==> src/rtl/stpu_run_if.sv <==
// ---------------------------------------------------------------------------
// stpu_run_if
// Purpose : Bundles the run-controller control/status signals so that the
//           controller and whatever drives it (bench or debug block) share
//           one connection.
// Signals : soft_rst_i  - pulse, restart the release sequence from HOLD
//           halt_i      - per-core halt report (level or pulse)
//           kick_i      - watchdog kick (only used with STPU_RUN_WDOG_EN)
//           core_rst_o  - per-core active-high reset
//           running_o   - controller is in RUN
//           done_o      - all cores halted
//           timeout_o   - run ended on budget or watchdog
//           wdog_o      - the timeout came from the watchdog
//           halt_mask_o - sticky per-core halt bits
//           cycle_cnt_o - run cycles elapsed
// Modports: master drives the inputs and observes status; slave is the
//           controller itself.
// ---------------------------------------------------------------------------
interface stpu_run_if #(
    parameter int NUM_CH = 2,
    parameter int CNT_W  = 32
);
    logic              soft_rst_i;
    logic [NUM_CH-1:0] halt_i;
    logic              kick_i;
    logic [NUM_CH-1:0] core_rst_o;
    logic              running_o;
    logic              done_o;
    logic              timeout_o;
    logic              wdog_o;
    logic [NUM_CH-1:0] halt_mask_o;
    logic [CNT_W-1:0]  cycle_cnt_o;

    modport master (
        output soft_rst_i, halt_i, kick_i,
        input  core_rst_o, running_o, done_o, timeout_o, wdog_o,
               halt_mask_o, cycle_cnt_o
    );

    modport slave (
        input  soft_rst_i, halt_i, kick_i,
        output core_rst_o, running_o, done_o, timeout_o, wdog_o,
               halt_mask_o, cycle_cnt_o
    );
endinterface

==> src/rtl/stpu_run_ctrl.sv <==
// ---------------------------------------------------------------------------
// stpu_run_ctrl
// Purpose : Run controller for the STPU SoPC. Releases per-core resets in a
//           staggered sequence, counts run cycles, and ends the run either
//           when every core has reported halt (DONE) or when the cycle
//           budget runs out (TIMEOUT).
// Ports   : clk  - system clock
//           rst  - synchronous reset, active-high
//           bus  - stpu_run_if.slave (soft_rst_i, halt_i, kick_i in;
//                  core_rst_o, running_o, done_o, timeout_o, wdog_o,
//                  halt_mask_o, cycle_cnt_o out)
// Option  : STPU_RUN_WDOG_EN - when defined, a kickable watchdog in RUN can
//           also end the run in TIMEOUT with wdog_o set. When undefined,
//           kick_i is ignored and wdog_o is tied to 0.
// ---------------------------------------------------------------------------
module stpu_run_ctrl #(
    parameter int NUM_CH      = 2,
    parameter int RST_CYCLES  = 10,
    parameter int STAGGER     = 2,
    parameter int RUN_CYCLES  = 205,
    parameter int CNT_W       = 32,
    parameter int WDOG_CYCLES = 64
) (
    input  logic       clk,
    input  logic       rst,
    stpu_run_if.slave  bus
);
    // Edge that releases the last channel; hold_cnt only has to reach it.
    localparam int LAST_REL = RST_CYCLES + (NUM_CH - 1) * STAGGER;
    localparam int HOLD_W   = (LAST_REL + 1 > 2) ? $clog2(LAST_REL + 1) : 1;

    typedef enum logic [1:0] {
        S_HOLD    = 2'd0,
        S_RUN     = 2'd1,
        S_DONE    = 2'd2,
        S_TIMEOUT = 2'd3
    } state_t;

    state_t              state_q, state_d;
    logic [HOLD_W-1:0]   hold_cnt_q, hold_cnt_d;
    logic [CNT_W-1:0]    cycle_cnt_q, cycle_cnt_d;
    logic [NUM_CH-1:0]   halt_mask_q, halt_mask_d;
    logic [NUM_CH-1:0]   core_rst_q, core_rst_d;
    logic                wdog_q, wdog_d;

`ifdef STPU_RUN_WDOG_EN
    localparam int WDOG_W = (WDOG_CYCLES + 1 > 2) ? $clog2(WDOG_CYCLES + 1) : 1;
    logic [WDOG_W-1:0]   wdog_cnt_q, wdog_cnt_d;
`else
    logic                unused_wdog;
    assign unused_wdog = bus.kick_i ^ (WDOG_CYCLES > 0);
`endif

    always_ff @(posedge clk) begin
        // Soft reset has exactly the same effect as rst.
        if (rst || bus.soft_rst_i) begin
            state_q     <= S_HOLD;
            hold_cnt_q  <= '0;
            cycle_cnt_q <= '0;
            halt_mask_q <= '0;
            core_rst_q  <= '1;
            wdog_q      <= 1'b0;
`ifdef STPU_RUN_WDOG_EN
            wdog_cnt_q  <= '0;
`endif
        end else begin
            state_q     <= state_d;
            hold_cnt_q  <= hold_cnt_d;
            cycle_cnt_q <= cycle_cnt_d;
            halt_mask_q <= halt_mask_d;
            core_rst_q  <= core_rst_d;
            wdog_q      <= wdog_d;
`ifdef STPU_RUN_WDOG_EN
            wdog_cnt_q  <= wdog_cnt_d;
`endif
        end
    end

    always_comb begin
        state_d     = state_q;
        hold_cnt_d  = hold_cnt_q;
        cycle_cnt_d = cycle_cnt_q;
        halt_mask_d = halt_mask_q;
        core_rst_d  = core_rst_q;
        wdog_d      = wdog_q;
`ifdef STPU_RUN_WDOG_EN
        wdog_cnt_d  = wdog_cnt_q;
`endif
        case (state_q)
            S_HOLD: begin
                hold_cnt_d = hold_cnt_q + 1'b1;
                // Channel i leaves reset once the count reaches its slot.
                for (int i = 0; i < NUM_CH; i++) begin
                    core_rst_d[i] = (32'(hold_cnt_d) < 32'(RST_CYCLES + i * STAGGER));
                end
                if (32'(hold_cnt_d) == 32'(LAST_REL)) begin
                    state_d = S_RUN;
                end
`ifdef STPU_RUN_WDOG_EN
                wdog_cnt_d = '0;
`endif
            end
            S_RUN: begin
                cycle_cnt_d = (&cycle_cnt_q) ? cycle_cnt_q : cycle_cnt_q + 1'b1;
                halt_mask_d = halt_mask_q | bus.halt_i;
`ifdef STPU_RUN_WDOG_EN
                wdog_cnt_d  = bus.kick_i ? '0 : wdog_cnt_q + 1'b1;
`endif
                // DONE beats the budget, which beats the watchdog.
                if (&halt_mask_d) begin
                    state_d    = S_DONE;
                    core_rst_d = '1;
                end else if ((RUN_CYCLES != 0) &&
                             (cycle_cnt_q + CNT_W'(1) == CNT_W'(RUN_CYCLES))) begin
                    state_d    = S_TIMEOUT;
                    core_rst_d = '1;
                end
`ifdef STPU_RUN_WDOG_EN
                else if (32'(wdog_cnt_d) == 32'(WDOG_CYCLES)) begin
                    state_d    = S_TIMEOUT;
                    core_rst_d = '1;
                    wdog_d     = 1'b1;
                end
`endif
            end
            S_DONE, S_TIMEOUT: begin
                // Terminal: everything frozen, cores held in reset.
                core_rst_d = '1;
            end
            default: begin
                state_d     = S_HOLD;
                hold_cnt_d  = '0;
                cycle_cnt_d = '0;
                halt_mask_d = '0;
                core_rst_d  = '1;
                wdog_d      = 1'b0;
            end
        endcase
    end

    assign bus.core_rst_o  = core_rst_q;
    assign bus.running_o   = (state_q == S_RUN);
    assign bus.done_o      = (state_q == S_DONE);
    assign bus.timeout_o   = (state_q == S_TIMEOUT);
    assign bus.wdog_o      = wdog_q;
    assign bus.halt_mask_o = halt_mask_q;
    assign bus.cycle_cnt_o = cycle_cnt_q;

endmodule
==> src/flat_wrapper.sv <==
// flat-port wrapper written by rule: the top's interface ports become plain ports
module stpu_run_ctrl_flat 
#(
    parameter int NUM_CH      = 2,
    parameter int RST_CYCLES  = 10,
    parameter int STAGGER     = 2,
    parameter int RUN_CYCLES  = 205,
    parameter int CNT_W       = 32,
    parameter int WDOG_CYCLES = 64
)
  (clk, rst, bus_soft_rst_i, bus_halt_i, bus_kick_i, bus_core_rst_o, bus_running_o, bus_done_o, bus_timeout_o, bus_wdog_o, bus_halt_mask_o, bus_cycle_cnt_o);
  stpu_run_if #(.NUM_CH(NUM_CH), .CNT_W(CNT_W)) bus_i ();
  input  logic clk;
  input  logic rst;
  input wire logic [$bits(bus_i.soft_rst_i)-1:0] bus_soft_rst_i;
  input wire logic [$bits(bus_i.halt_i)-1:0] bus_halt_i;
  input wire logic [$bits(bus_i.kick_i)-1:0] bus_kick_i;
  output wire logic [$bits(bus_i.core_rst_o)-1:0] bus_core_rst_o;
  output wire logic [$bits(bus_i.running_o)-1:0] bus_running_o;
  output wire logic [$bits(bus_i.done_o)-1:0] bus_done_o;
  output wire logic [$bits(bus_i.timeout_o)-1:0] bus_timeout_o;
  output wire logic [$bits(bus_i.wdog_o)-1:0] bus_wdog_o;
  output wire logic [$bits(bus_i.halt_mask_o)-1:0] bus_halt_mask_o;
  output wire logic [$bits(bus_i.cycle_cnt_o)-1:0] bus_cycle_cnt_o;
  assign bus_i.soft_rst_i = bus_soft_rst_i;
  assign bus_i.halt_i = bus_halt_i;
  assign bus_i.kick_i = bus_kick_i;
  assign bus_core_rst_o = bus_i.core_rst_o;
  assign bus_running_o = bus_i.running_o;
  assign bus_done_o = bus_i.done_o;
  assign bus_timeout_o = bus_i.timeout_o;
  assign bus_wdog_o = bus_i.wdog_o;
  assign bus_halt_mask_o = bus_i.halt_mask_o;
  assign bus_cycle_cnt_o = bus_i.cycle_cnt_o;
  stpu_run_ctrl #(.NUM_CH(NUM_CH), .RST_CYCLES(RST_CYCLES), .STAGGER(STAGGER), .RUN_CYCLES(RUN_CYCLES), .CNT_W(CNT_W), .WDOG_CYCLES(WDOG_CYCLES)) u_core (.clk(clk), .rst(rst), .bus(bus_i));
endmodule
==> config.mk <==
export PLATFORM = sky130hd
export DESIGN_NAME = stpu_run_ctrl_flat
export DESIGN_NICKNAME = d
export VERILOG_FILES = /design/src/rtl/stpu_run_if.sv /design/src/rtl/stpu_run_ctrl.sv /design/src/flat_wrapper.sv
export SDC_FILE = /design/constraint.sdc
export NUM_CORES = 1
export LEC_CHECK = 0
export CAP_MARGIN = 10
export CORE_UTILIZATION = 23
export DETAILED_ROUTE_END_ITERATION = 6
export PLACE_DENSITY = 0.43
export SYNTH_ARGS = -nofsm -noshare
export SYNTH_HDL_FRONTEND = slang
export SYNTH_SLANG_ARGS = --single-unit
export TNS_END_PERCENT = 5
==> constraint.sdc <==
create_clock -name clk -period 2.7 [get_ports clk]
set_input_delay 0.405 -clock clk [delete_from_list [all_inputs] [get_ports clk]]
set_output_delay 0.405 -clock clk [all_outputs]
set_load 0.05 [all_outputs]
==> results.json, run 1 <==
{
  "outcome": "finished, final reports clean",
  "core_sq_um": 11000,
  "finalHoldViolCount": 0,
  "p_per_area_nw_per_um2": 371,
  "worstSetupStartpointType": "register",
  "ff2ff_path_depth": 7,
  "setup_viol_count_final": 0,
  "path_clk_slew_ps": 60,
  "grt_pass1_vias": 2573,
  "area_growth_pct": 37.9,
  "numCtsBuffers": 5,
  "max_freq_mhz": 389,
  "finalSetupTns_ps": 0,
  "htreeDepth": 2,
  "grt_max_degree": 40,
  "slew_headroom": 0.442,
  "maxCapViolations": 0,
  "slowest_delay_ps": 660,
  "drive_above_1_share": 0.153,
  "cts_setup_buffers": 0,
  "syn_area_sq_um": 2630,
  "track_usage": 0.144,
  "holdPathStages": 2,
  "path_depth": 7,
  "synthXorXnorAreaFrac": 0.130,
  "async_flop_share": 0,
  "routed_wl_mm": 8.15,
  "rsz0062_at_grt": "no",
  "r2r_slack_ps": 130,
  "worstMarginPinSlew_ps": 836,
  "dr.pass1.iters": 4,
  "synthSimpleGateAreaFrac": 0.352,
  "worst-endpoint-arrival_ps": 2790,
  "die_x_um": 109,
  "stdcell_count": 551,
  "peakVddDrop_mv": 0.203,
  "gp_congestion": 0.799,
  "cts-root-buf": "clkbuf_16",
  "synth_edf_count": 0,
  "placed_cells": 543,
  "viasPerCell": 4.87,
  "cts_buffer_depth": 2,
  "drtAntennaViolNets": 0,
  "design.die.area_sq_um": 11900,
  "synth.avg_cell_area_sq_um": 7.65,
  "syn_inst": 344,
  "fillCellCount": 1202,
  "synthFlopType": "dfxtp_1",
  "dp_hpwl_mm": 6.03,
  "path_buf_inv": 0,
  "clk_latency_ps": 290,
  "synth-compound-area-share": 0.124,
  "crit_slowest_cell": "or4_4",
  "synthAdderAreaFrac": 0.0190,
  "holdBufCountCts": 0,
  "p_leak_nw": 1.25,
  "cpLargestDelayFamily": "simple AND/OR/NAND/NOR gates",
  "finalCritPeriodShare": 0.953,
  "required_ps": 2910,
  "cp_max_fo": 9,
  "drt_iter0_drc": 77,
  "row_count": 38,
  "start_util": 0.240,
  "clock-sinks": 42,
  "min_period_ps": 2570,
  "wire_per_inst_um": 14.8,
  "antenna_found_initial": 0,
  "synth_top_family_by_area": "simple AND/OR/NAND/NOR gates",
  "drv_slew": 0,
  "pin_count": 46,
  "route.detailed.drc": 0,
  "worstPathCellList": "nand4_2 -> or4_4 -> o31ai_1 -> nand4_1 -> nor4_1 -> a41oi_1 -> a31oi_1",
  "ys_warn_count": 0,
  "vias": 2683,
  "grt_pass1_wl_mm": 13.3,
  "synth_mux_area_frac": 0.00428,
  "cts_tree": "built",
  "hp-class": "register to register",
  "io_buffers": 43,
  "ys_ff_latch": 42,
  "synth-seq-area-share": 0.320,
  "grt-ovfl-total": 0,
  "n_antenna_cell": 0,
  "fin_nets": 420,
  "fin_worst_skew_ps": 4.60,
  "ys_types": 50,
  "synth_nets": 354,
  "path_class": "register to register",
  "worstSetupEndpointType": "register",
  "die_y_um": 109
}
==> per-layer routing <==
| metal | vias to the layer above | global-route usage | routed length (um) |
|---|---|---|---|
| met5 | - | 0 | 0 |
| met4 | 0 | 0.0405 | 90 |
| met3 | 7 | 0.0221 | 372 |
| met2 | 55 | 0.229 | 3710 |
| met1 | 1268 | 0.201 | 3980 |
| li1 | 1353 | - | - |
==> logic make-up after synthesis <==
logic type | after synthesis
buffers and inverters | 33
adders and majority gates | 4
DFF | 42
other | 1
muxes | 1
AOI/OAI and AO/OA | 48
and+or+nand+nor | 176
xor gates and xnor gates | 39
==> cells in the final DEF (no fill, tap or decap), drive strengths merged, types with 5 or more instances in the layout <==
cell type and n:
nand2 27, a21oi 12, or4 7, clkdlybuf4s50 43
o21ai 7, xor2 22, xnor2 17, nor3 17
nand3 16, buf 41, o31ai 6, clkbuf 6
or3 10, nor2 49, nand4 21, and3 5
nor4 6, dfxtp 42, inv 8
==> tightest hold or removal path: stages, from the launching register on <==
cell,delay [ps]
dfxtp_1,310
inv_1,50
a31oi_1,60
==> per-stage QoR <==
step / cell area, sq um / setup slack [ps] / utilization / power (mW) / hold WS, ps
2_1_floorplan: 2640 / 20.6 / - / 0.654 / 470
3_3_place_gp: 3450 / 192 / 0.314 / 0.664 / 454
3_5_place_dp: 3450 / 149 / 0.314 / 0.665 / 452
4_1_cts: 3610 / 119 / 0.329 / 1.36 / 462
5_1_grt: 3630 / 6.80 / 0.330 / 1.39 / 477
6_report: 3630 / 127 / 0.330 / 1.35 / 457
==> synthesized netlist by cell type, types with 6 or more instances <==
library cell / count / area share
a21oi_1: 12 / 0.023
nor3_1: 17 / 0.032
xnor2_1: 17 / 0.057
nand2_1: 27 / 0.039
clkbuf_1: 20 / 0.029
or4_1: 6 / 0.017
nor4_1: 6 / 0.014
nand4_1: 19 / 0.045
nor2_1: 49 / 0.070
dfxtp_1: 42 / 0.32
inv_1: 8 / 0.011
o21ai_0: 7 / 0.013
or3_1: 10 / 0.024
xor2_1: 22 / 0.073
nand3_1: 16 / 0.030
==> cell type report <==
| cell class | instances | area (sq um) | share of cell area |
|---|---|---|---|
| Clock buffer | 6 | 129 | 0.0355 |
| Clock inverter | 2 | 37.5 | 0.0103 |
| Inverter | 8 | 30.0 | 0.00827 |
| Multi-Input combinational cell | 269 | 1680 | 0.462 |
| Sequential cell | 42 | 845 | 0.233 |
| Tap cell | 140 | 175 | 0.0483 |
| Timing Repair Buffer | 84 | 738 | 0.203 |
==> registers in the layout, summed over array words and instances (netlist names) <==
signal and cells:
u_core.bus.halt_mask_o 2, u_core.state_q 2, u_core.bus.core_rst_o 2, u_core.hold_cnt_q 4
u_core.bus.cycle_cnt_o 32
==> worst paths after layout <==
check,start,endpoint
max,u_core.bus.cycle_cnt_o[6],u_core.bus.core_rst_o[0]
min,u_core.bus.core_rst_o[1],u_core.bus.core_rst_o[1]
min reg2reg,u_core.bus.core_rst_o[1],u_core.bus.core_rst_o[1]
max reg2reg,u_core.bus.cycle_cnt_o[6],u_core.bus.core_rst_o[0]
==> where the power goes <==
part,switching (mW),leakage (nW),internal (mW)
clock network,0.258,0.0771,0.437
logic,0.0191,0.828,0.00875
registers,0.00178,0.340,0.621
total,0.279,1.25,1.07
==> repair_timing <==
| action | CTS | global route |
|---|---|---|
| endpoints found under the hold margin | 0 | 0 |
| setup endpoints to repair | 0 | 2 |
| resized for setup | 0 | 3 |
Note: power is estimated with default switching activity, not from simulation.
==> run 2: changes to the inputs <==
--- a/config.mk
+++ b/config.mk
@@ -7,6 +7,7 @@
 export LEC_CHECK = 0
 export CAP_MARGIN = 10
 export CORE_UTILIZATION = 23
+export CTS_CLUSTER_DIAMETER = 60
 export DETAILED_ROUTE_END_ITERATION = 6
 export PLACE_DENSITY = 0.43
 export SYNTH_ARGS = -nofsm -noshare
==> results of run 2 <==
No change in the layout: final DEF, timing and power equal those of run 1.
